[src/rtl/sevseg_scan_ctrl.sv]
// Eight-digit common-anode seven-segment scan controller with prescaled ticks,
// per-slot PWM brightness, anti-ghost gap, leading-zero blanking and frame-synchronous shadowing.
module sevseg_scan_ctrl #(
    parameter int PRESC_W = 16
) (
    input  logic               i_clk,
    input  logic               i_rst,
    input  logic [PRESC_W-1:0] i_presc,
    input  logic [31:0]        i_digits,
    input  logic [7:0]         i_en,
    input  logic [7:0]         i_dp,
    input  logic [3:0]         i_duty,
    input  logic               i_lzb,
    output logic [7:0]         o_an,
    output logic [6:0]         o_seg,
    output logic               o_dp,
    output logic               o_frame
);

    // Active-low segments {a,b,c,d,e,f,g}
    function automatic logic [6:0] seg_decode(input logic [3:0] nib);
        logic [6:0] seg;
        case (nib)
            4'h0:    seg = 7'b0000001;
            4'h1:    seg = 7'b1001111;
            4'h2:    seg = 7'b0010010;
            4'h3:    seg = 7'b0000110;
            4'h4:    seg = 7'b1001100;
            4'h5:    seg = 7'b0100100;
            4'h6:    seg = 7'b0100000;
            4'h7:    seg = 7'b0001111;
            4'h8:    seg = 7'b0000000;
            4'h9:    seg = 7'b0001100;
            4'hA:    seg = 7'b0001000;
            4'hB:    seg = 7'b1100000;
            4'hC:    seg = 7'b1110010;
            4'hD:    seg = 7'b1000010;
            4'hE:    seg = 7'b0110000;
            default: seg = 7'b0111000;
        endcase
        return seg;
    endfunction

    logic [PRESC_W-1:0] pc;
    logic [3:0]         ph;
    logic [2:0]         dig;
    logic               load_pend;

    logic [PRESC_W-1:0] sh_presc;
    logic [31:0]        sh_digits;
    logic [7:0]         sh_en;
    logic [7:0]         sh_dp;
    logic [3:0]         sh_duty;
    logic               sh_lzb;

    logic               tick;
    logic               frame_edge;
    logic [7:0]         lzb_blank;
    logic [3:0]         cur_nib;
    logic               lit;

    assign tick       = (pc == sh_presc);
    assign frame_edge = tick && (dig == 3'd7) && (ph == 4'd15);
    assign cur_nib    = sh_digits[{dig, 2'b00} +: 4];

    // A digit is blanked when it and every more-significant nibble are zero.
    always_comb begin
        // NOTE: assign a default before the loop so no bit is left unassigned (no latch).
        lzb_blank = '0;
        for (int d = 1; d < 8; d++) begin
            lzb_blank[d] = sh_lzb && ((sh_digits >> (4 * d)) == 32'd0);
        end
    end

    // Phase 0 of every slot stays dark to give the anode drivers time to turn off.
    assign lit = sh_en[dig] && (ph != 4'd0) && (ph <= sh_duty) && !lzb_blank[dig];

    always_ff @(posedge i_clk or posedge i_rst) begin
        if (i_rst) begin
            pc        <= '0;
            ph        <= '0;
            dig       <= '0;
            load_pend <= 1'b1;
            sh_presc  <= '0;
            sh_digits <= '0;
            sh_en     <= '0;
            sh_dp     <= '0;
            sh_duty   <= '0;
            sh_lzb    <= 1'b0;
        end else if (load_pend) begin
            // First edge after reset: take a fresh configuration, scan starts at digit 0, phase 0.
            // NOTE: non-blocking assignments so every register samples pre-edge values.
            load_pend <= 1'b0;
            sh_presc  <= i_presc;
            sh_digits <= i_digits;
            sh_en     <= i_en;
            sh_dp     <= i_dp;
            sh_duty   <= i_duty;
            sh_lzb    <= i_lzb;
        end else begin
            if (tick) begin
                pc <= '0;
                ph <= ph + 4'd1;
                if (ph == 4'd15) begin
                    dig <= dig + 3'd1;
                end
            end else begin
                pc <= pc + 1'b1;
            end
            if (frame_edge) begin
                sh_presc  <= i_presc;
                sh_digits <= i_digits;
                sh_en     <= i_en;
                sh_dp     <= i_dp;
                sh_duty   <= i_duty;
                sh_lzb    <= i_lzb;
            end
        end
    end

    always_ff @(posedge i_clk or posedge i_rst) begin
        if (i_rst) begin
            o_an    <= 8'hFF;
            o_seg   <= 7'h7F;
            o_dp    <= 1'b1;
            o_frame <= 1'b0;
        end else begin
            o_an    <= lit ? ~(8'b1 << dig) : 8'hFF;
            o_seg   <= lit ? seg_decode(cur_nib) : 7'h7F;
            o_dp    <= lit ? ~sh_dp[dig] : 1'b1;
            o_frame <= frame_edge && !load_pend;
        end
    end

endmodule

[config.mk]
export PLATFORM = sky130hd
export DESIGN_NAME = sevseg_scan_ctrl
export DESIGN_NICKNAME = d
export VERILOG_FILES = /design/src/rtl/sevseg_scan_ctrl.sv
export SDC_FILE = /design/constraint.sdc
export NUM_CORES = 1
export LEC_CHECK = 0
export CORE_MARGIN = 2
export CORE_UTILIZATION = 25
export DETAILED_ROUTE_END_ITERATION = 6
export HOLD_SLACK_MARGIN = 0.15
export SLEW_MARGIN = 20
export SYNTH_ARGS = -nofsm -noshare
export SYNTH_HDL_FRONTEND = slang
export SYNTH_SLANG_ARGS = --single-unit
[constraint.sdc]
create_clock -name i_clk -period 5.9 [get_ports i_clk]
set_clock_uncertainty 0.15 [all_clocks]
set_input_delay 1.475 -clock i_clk [delete_from_list [all_inputs] [get_ports i_clk]]
set_output_delay 1.475 -clock i_clk [all_outputs]
set_load 0.02 [all_outputs]
==> metrics.md, run 1 <==
| Metric | Value |
|---|---|
| Result of the run | completed |
| Syn Nets | 505 |
| Sw Share | 26.8% |
| Slew at the pin closest to its max-slew limit | approximately 1000 ps |
| Via total after detailed routing | between 3000 and 4000 |
| Clock buffer depth | 2 |
| Overflow after GRT | 0 |
| P per Cell Area | between 200 and 300 nW/um2 |
| Number of I/O port buffers | between 80 and 90 |
| Height of the die | between 150 and 200 um |
| Post-Route Hold Slack | ~360 ps |
| Most common flop cell mapped by yosys | sky130_fd_sc_hd__dfrtp_1 |
| Mux share of post-synthesis cell area | 23.7% |
| Remaining routing DRC violations | 0 |
| Netlist area before placement | 5420 um2 |
| Synth Instances | roughly 420 |
| Portion of the post-synthesis area used by sequential elements | between 50 and 60% |
| Clock tree sinks | 110 |
| Setup fix buffers added after clock tree synthesis | 0 |
| Post-synthesis simple-gate area fraction | a little under a tenth |
| Iteration count of the initial detailed-routing pass | 4 |
| Number of rows in the core area | 53 |
| Total Routed Length | 12300 um |
| Die Footprint | 22900 um2 |
| Post-synth ARST share | 100% |
| Dominant combinational cell family by area after synthesis | multiplexers |
| Flip-flop and latch area | approximately 2800 um2 |
| Tcrit/Tclk final | 54.0% |
| EDFF count, synth | 0 |
| Net switching power | approximately 0.47 mW |
| RSZ-0062 raised after global routing | no |
| Final RePlAce weighted congestion | around 0.78 |
| Total of hold buffers inserted after clock tree synthesis | 0 |
| Yosys warning count | 0 |
| Reg clk slew, reported paths | about 80 ps |
| Flop pwr share | about 51% |
| Post-CTS sizing | 0 |
| Data required time at the worst endpoint | between 5000 and 6000 ps |
| Leakage power | 2.78 nW |
| Xor/xnor share of the synthesized area | 4.68% |
| Core Area | between 20000 and 25000 um2 |
| Clock latency on the worst-skew pair | 350 ps |
| Leading cell types in the layout, fill and taps excluded | sky130_fd_sc_hd__dfrtp_1, sky130_fd_sc_hd__clkdlybuf4s50_1, sky130_fd_sc_hd__mux2_2 |
| Clock power share | between 30% and 40% |
| Proportion of power drawn by combinational gates | between 10 and 15% |
| CTS tree | built |
| Worst-case headroom to the max-slew limit | ~30% |
| Number of maximum-capacitance constraint violations | 0 |
| Layout area overhead | 26.5% |
| Cells traversed along the worst timing path | ha_1, ha_1, inv_1, nor2_1, a21oi_4, buf_4, mux2_2 |
| Root buffer cell | sky130_fd_sc_hd__clkbuf_16 |
| Wirelength per Cell | around 16 um |
| Distinct cells, synth | 48 |
| Worst min-delay path class | register to register |
| Internal portion of total power | between 1 and 1.5 mW |
| Top fanout value on the critical path | 54 |
| CTS Buf Count | 9 |
| Commonest non-fill, non-tap cell in the layout | sky130_fd_sc_hd__dfrtp_1 |
| Final max-slew violation count | 0 |
| Final Hold Fails | 0 |
| Kind of critical path | register to register |
| Maximum clock frequency | approximately 310 MHz |
| Global-route wire length before repair | between 15000 and 20000 um |
| Flip-flop and latch count after synthesis | between 100 and 150 |
| Total negative setup slack | 0 ps |
| Final setup violation count | 0 |
| Overall routing resource usage | between 10 and 15% |
| Half-perimeter wire length after placement | between 9000 and 10000 um |
| Antenna Diode Count | 0 |
| Fin crit period | 3180 ps |
| Post-synthesis share of cell area spent on full adders, half adders and majority gates | between 4 and 5% |
| Number of antenna violations at the first check in global routing | 0 |
| Worst reg-to-reg setup slack | between 2000 and 3000 ps |
| Level count of the clock H-tree | 3 |
| Compound-Gate Fraction of Synth Area | roughly 3.5% |
| Number of fill cells | roughly 2100 |
| DR iter-0 viols | about 160 |
| Fraction of final layout cells sized beyond drive strength 1 | a little over a quarter |
| Cell with the biggest individual delay on the critical path | sky130_fd_sc_hd__buf_4 |
| Initial Util | approximately 26% |
| Post-synthesis average cell area | around 13 um2 |
| Via density per instance | 4.50 |
| Most repeated library cell on the critical path | sky130_fd_sc_hd__ha_1 |
| Critical path launch point type | register |
| Total Power | between 1.5 and 2 mW |
| Footprint of the multi-input gates | 2480 um2 |
| Net count of the finished layout | slightly below 600 |
| Post-detailed-route count of antenna-violating nets | 0 |
| Pin count of the biggest net entering global routing | 64 |
| Crit path largest cell delay | 670 ps |
| Top Ports | 88 |
| Die extent in x | ~150 um |
| Worst VDD drop | around 0.00015 V |
| Arrival time of the worst setup path | 3260 ps |
| Type of destination of the critical path | register |
| Via count of the first global-routing pass | around 3700 |
kinds of logic after synthesis:
logic type | after synthesis
AO/OA/AOI/OAI | 29
XOR/XNOR | 29
adder cells (fa/ha/maj) | 19
buffers and inverters | 37
flip-flops | 110
multiplexers | 100
other | 1
AND/OR/NAND/NOR | 90
layer usage:
| metal | wire (um) | track usage (%) |
|---|---|---|
| met1 | 5820 | 15.4 |
| met2 | 5800 | 17.8 |
| met4 | 103 | 2.43 |
| met5 | 0 | 0 |
| met3 | 548 | 2.98 |
worst max-delay path: cells and delay by family (launching register included):
kind            cells  cell delay (ps)
compound gates      1              430
fa+ha+maj           2              560
buf+inv             2              740
flops               1              640
mux                 1              410
simple gates        1               70
cell usage after synthesis, types with 3 or more instances:
| cell | n | area (um2) |
|---|---|---|
| sky130_fd_sc_hd__nor3_1 | 3 | 15.0 |
| sky130_fd_sc_hd__mux2_4 | 10 | 150 |
| sky130_fd_sc_hd__xnor2_1 | 6 | 52.6 |
| sky130_fd_sc_hd__o22ai_1 | 3 | 18.8 |
| sky130_fd_sc_hd__a21oi_1 | 6 | 30.0 |
| sky130_fd_sc_hd__o21ai_0 | 7 | 35.0 |
| sky130_fd_sc_hd__nand2_1 | 16 | 60.1 |
| sky130_fd_sc_hd__dfrtp_1 | 93 | 2330 |
| sky130_fd_sc_hd__nor2_1 | 19 | 71.3 |
| sky130_fd_sc_hd__inv_1 | 17 | 63.8 |
| sky130_fd_sc_hd__nand4_1 | 10 | 62.6 |
| sky130_fd_sc_hd__nor4_2 | 4 | 50.1 |
| sky130_fd_sc_hd__nor4_1 | 8 | 50.1 |
| sky130_fd_sc_hd__ha_1 | 19 | 238 |
| sky130_fd_sc_hd__mux4_2 | 12 | 270 |
| sky130_fd_sc_hd__nand3_1 | 18 | 90.1 |
| sky130_fd_sc_hd__mux2i_1 | 13 | 130 |
| sky130_fd_sc_hd__buf_2 | 12 | 60.1 |
| sky130_fd_sc_hd__mux2_2 | 63 | 709 |
| sky130_fd_sc_hd__dfstp_2 | 17 | 447 |
| sky130_fd_sc_hd__clkbuf_1 | 3 | 11.3 |
| sky130_fd_sc_hd__xor2_1 | 23 | 201 |
final cells by class:
| type | count | share of cell area (%) |
|---|---|---|
| clock buffer | 10 | 3.49 |
| clock inverter | 6 | 0.894 |
| inverter | 18 | 1.02 |
| multi-input combinational | 268 | 36.2 |
| sequential | 110 | 40.5 |
| tap | 275 | 5.02 |
| timing repair buffer | 89 | 12.9 |
through the flow:
stage / util [%] / setup WS [ps] / cell area (um2) / std cells
after CTS: 32.4 / 2630 / 6850 / 776
after global placement: 31.0 / 2610 / 6550 / 760
after detailed placement: 31.0 / 2560 / 6550 / 760
after global routing: 32.4 / 2430 / 6860 / 776
after floorplan: - / 1400 / 5420 / 415
final: 32.4 / 2720 / 6860 / 776
sequential cells by signal, indices dropped and copies added, names as in the netlist, 3 cells and up:
signal and cells:
sh_en 8, dig 3, sh_dp 8, sh_duty 4, sh_digits 32, sh_presc 16, pc 16, o_an 8
ph 4, o_seg 7
power by group through the flow:
stage / clock network [mW] / registers, mW / logic, mW
after detailed placement: 0 / 0.899 / 0.253
final: 0.610 / 0.885 / 0.249
after global placement: 0 / 0.895 / 0.245
after floorplan: 0 / 0.869 / 0.185
after global routing: 0.662 / 0.894 / 0.278
after CTS: 0.631 / 0.884 / 0.255
final timing paths:
kind | from | to | cells after the start
setup / recovery | dig[0] | sh_presc[5] | 7
hold / removal | sh_dp[1] | sh_dp[1] | 1
setup reg to reg | dig[0] | sh_presc[5] | 7
hold reg to reg | sh_dp[1] | sh_dp[1] | 1
max in group asynchronous | i_rst | o_seg[3] | 3
min in group asynchronous | i_rst | sh_presc[5] | 2
(Power assumes the default switching activity.)
==> inputs of run 2 (changes only) <==
==> constraint.sdc (replaced) <==
create_clock -name i_clk -period 2.6 [get_ports i_clk]
set_clock_uncertainty 0.15 [all_clocks]
set_input_delay 0.65 -clock i_clk [delete_from_list [all_inputs] [get_ports i_clk]]
set_output_delay 0.65 -clock i_clk [all_outputs]
set_load 0.02 [all_outputs]
==> run 2 against run 1 <==
Combinational power grew 140%; setup slack lost 2500 ps; global-route usage grew 0.43 points; sequential power grew 130%; hold slack lost 5.6 ps; critical endpoint is now sh_digits[19].
==> metrics.md, run 2 (synthesized netlist as in run 1, its figures left out) <==
| Metric | Value |
|---|---|
| Arrival time of the worst setup path | ~2500 ps |
| Via total after detailed routing | about 3500 |
| Critical path launch point type | register |
| Number of cells on the worst reg-to-reg path | 8 |
| Number of rows in the core area | 53 |
| Highest signal layer in the routed design | met4 |
| Number of fill cells | between 2000 and 2500 |
| Kind of critical path | register to register |
| Timing startpoint of the critical path | dig[0] |
| Via density per instance | roughly 4.5 |
| DR iter-0 viols | around 210 |
| Total negative setup slack | 0 ps |
| Iteration count of the initial detailed-routing pass | 4 |
| Most repeated library cell on the critical path | sky130_fd_sc_hd__ha_1 |
| Wire length on met3 | between 500 and 600 um |
| Cell with the biggest individual delay on the critical path | sky130_fd_sc_hd__dfrtp_1 |
| Root buffer cell | sky130_fd_sc_hd__clkbuf_16 |
| Final RePlAce weighted congestion | just under 0.9 |
| Worst reg-to-reg setup slack | between 150 and 200 ps |
| Die extent in x | between 150 and 200 um |
| Total length of routed met2 wires | ~6100 um |
| Final setup violation count | 0 |
| Worst r2r src | dig[0] |
| Finished Core Util | between 30% and 40% |
| Worst min-delay path class | register to register |
| Crit path largest cell delay | between 400 and 500 ps |
| Register with the highest flop count | sh_digits |
| Post-Route Hold Slack | about 350 ps |
| Number of antenna violations at the first check in global routing | 0 |
| Largest regs | sh_digits: 32 flops, pc: 16 flops, sh_presc: 16 flops |
| Overflow after GRT | 0 |
| Global-route wire length before repair | slightly above 20000 um |
| Layout area overhead | 28.6% |
| Total of hold buffers inserted after clock tree synthesis | 0 |
| Crit path buffers/inverters | 3 |
| Final max-slew violation count | 0 |
| Post-detailed-route count of antenna-violating nets | 0 |
| Half-perimeter wire length after placement | roughly 9400 um |
| Worst path top cell family by delay | buffers and inverters |
| Worst VDD drop | 0.000272 V |
| RSZ-0062 raised after global routing | no |
| Die Footprint | between 20000 and 25000 um2 |
| CTS tree | built |
| Commonest non-fill, non-tap cell in the layout | sky130_fd_sc_hd__dfrtp_1 |
| Maximum clock frequency | around 410 MHz |
| Fraction of final layout cells sized beyond drive strength 1 | 28.4% |
| Clock latency on the worst-skew pair | about 350 ps |
| Result of the run | completed |
| P per Cell Area | 559 nW/um2 |
| Pin count of the biggest net entering global routing | around 110 |
| Final Hold Fails | 0 |
| Worst setup endpoint | sh_digits[19] |
| CTS Buf Count | 9 |
| Type of destination of the critical path | register |
| Data required time at the worst endpoint | 2690 ps |
| Leakage power | 2.83 nW |
| Tcrit/Tclk final | ~93% |
| Wirelength per Cell | around 16 um |
| Max reg flops | 32 |
| Fin crit period | 2410 ps |
| Height of the die | about 150 um |
| Remaining routing DRC violations | 0 |
| Core Area | 21200 um2 |
| Level count of the clock H-tree | 3 |
| Worst-case headroom to the max-slew limit | 55.3% |
| Slew at the pin closest to its max-slew limit | around 670 ps |
| Clock tree sinks | 110 |
| Net count of the finished layout | 599 |
| Post-CTS sizing | 0 |
| Antenna Diode Count | 0 |
| Via count of the first global-routing pass | approximately 3800 |
| Setup fix buffers added after clock tree synthesis | 0 |
| DRT met1 WL | about 5800 um |
| Top Ports | 88 |
| Cells traversed along the worst timing path | buf_4, ha_1, ha_1, inv_1, nor2_1, a21oi_4, buf_6, mux2_2 |
| Overall routing resource usage | 11.6% |
| Reg clk slew, reported paths | 70 ps |
| Leading cell types in the layout, fill and taps excluded | sky130_fd_sc_hd__dfrtp_1, sky130_fd_sc_hd__clkdlybuf4s50_1, sky130_fd_sc_hd__mux2_2 |
| Clock buffer depth | 2 |
| Number of maximum-capacitance constraint violations | 0 |
| Top fanout value on the critical path | 33 |
| Total Routed Length | about 13000 um |
| Initial Util | between 20% and 30% |
| Number of I/O port buffers | between 80 and 90 |
| Depth of the critical timing path with buffers and inverters included | 8 |
| Reg-to-reg endpoint | sh_digits[19] |
run 2: power breakdown:
| group | switching, mW | leakage, nW | internal [mW] |
|---|---|---|---|
| clock | 0.619 | 0.134 | 0.683 |
| combinational | 0.242 | 1.39 | 0.348 |
| sequential | 0.146 | 1.31 | 1.86 |
run 2: how the worst min path moves through the flow:
stage               startpoint  cells past startpoint  slack [ps]  endpoint
global placement      sh_dp[6]                      1         340  sh_dp[6]
finish                sh_dp[1]                      1         350  sh_dp[1]
CTS                   sh_dp[0]                      1         360  sh_dp[0]
detailed placement    sh_dp[0]                      1         340  sh_dp[0]
floorplan             sh_dp[4]                      1         320  sh_dp[4]
global route          sh_dp[4]                      1         390  sh_dp[4]
run 2: through the flow:
stage,area (um2),power [mW],std cells,setup slack (ps)
floorplan,5430,2.39,415,37.3
global placement,6680,2.61,773,149
detailed placement,6680,2.63,773,99.6
CTS,6950,3.95,789,80.4
global route,6970,4.11,789,44.2
finish,6970,3.90,789,187
run 2: cell type report:
cell class / instances / area [um2] / share of cell area [%]
well taps: 275 / 344 / 4.93
flip-flops and latches: 110 / 2780 / 39.8
inverters: 18 / 71.3 / 1.02
clock inverters: 4 / 30.0 / 0.431
multi-input cells: 268 / 2490 / 35.8
clock buffers: 12 / 246 / 3.53
repair buffers: 102 / 1010 / 14.5
run 2: per-layer routing:
layer / up-vias / global-route usage [%]
met3: 10 / 3.10
met2: 71 / 18.9
li1: 1672 / -
met1: 1791 / 15.5
met4: 0 / 2.80
met5: - / 0
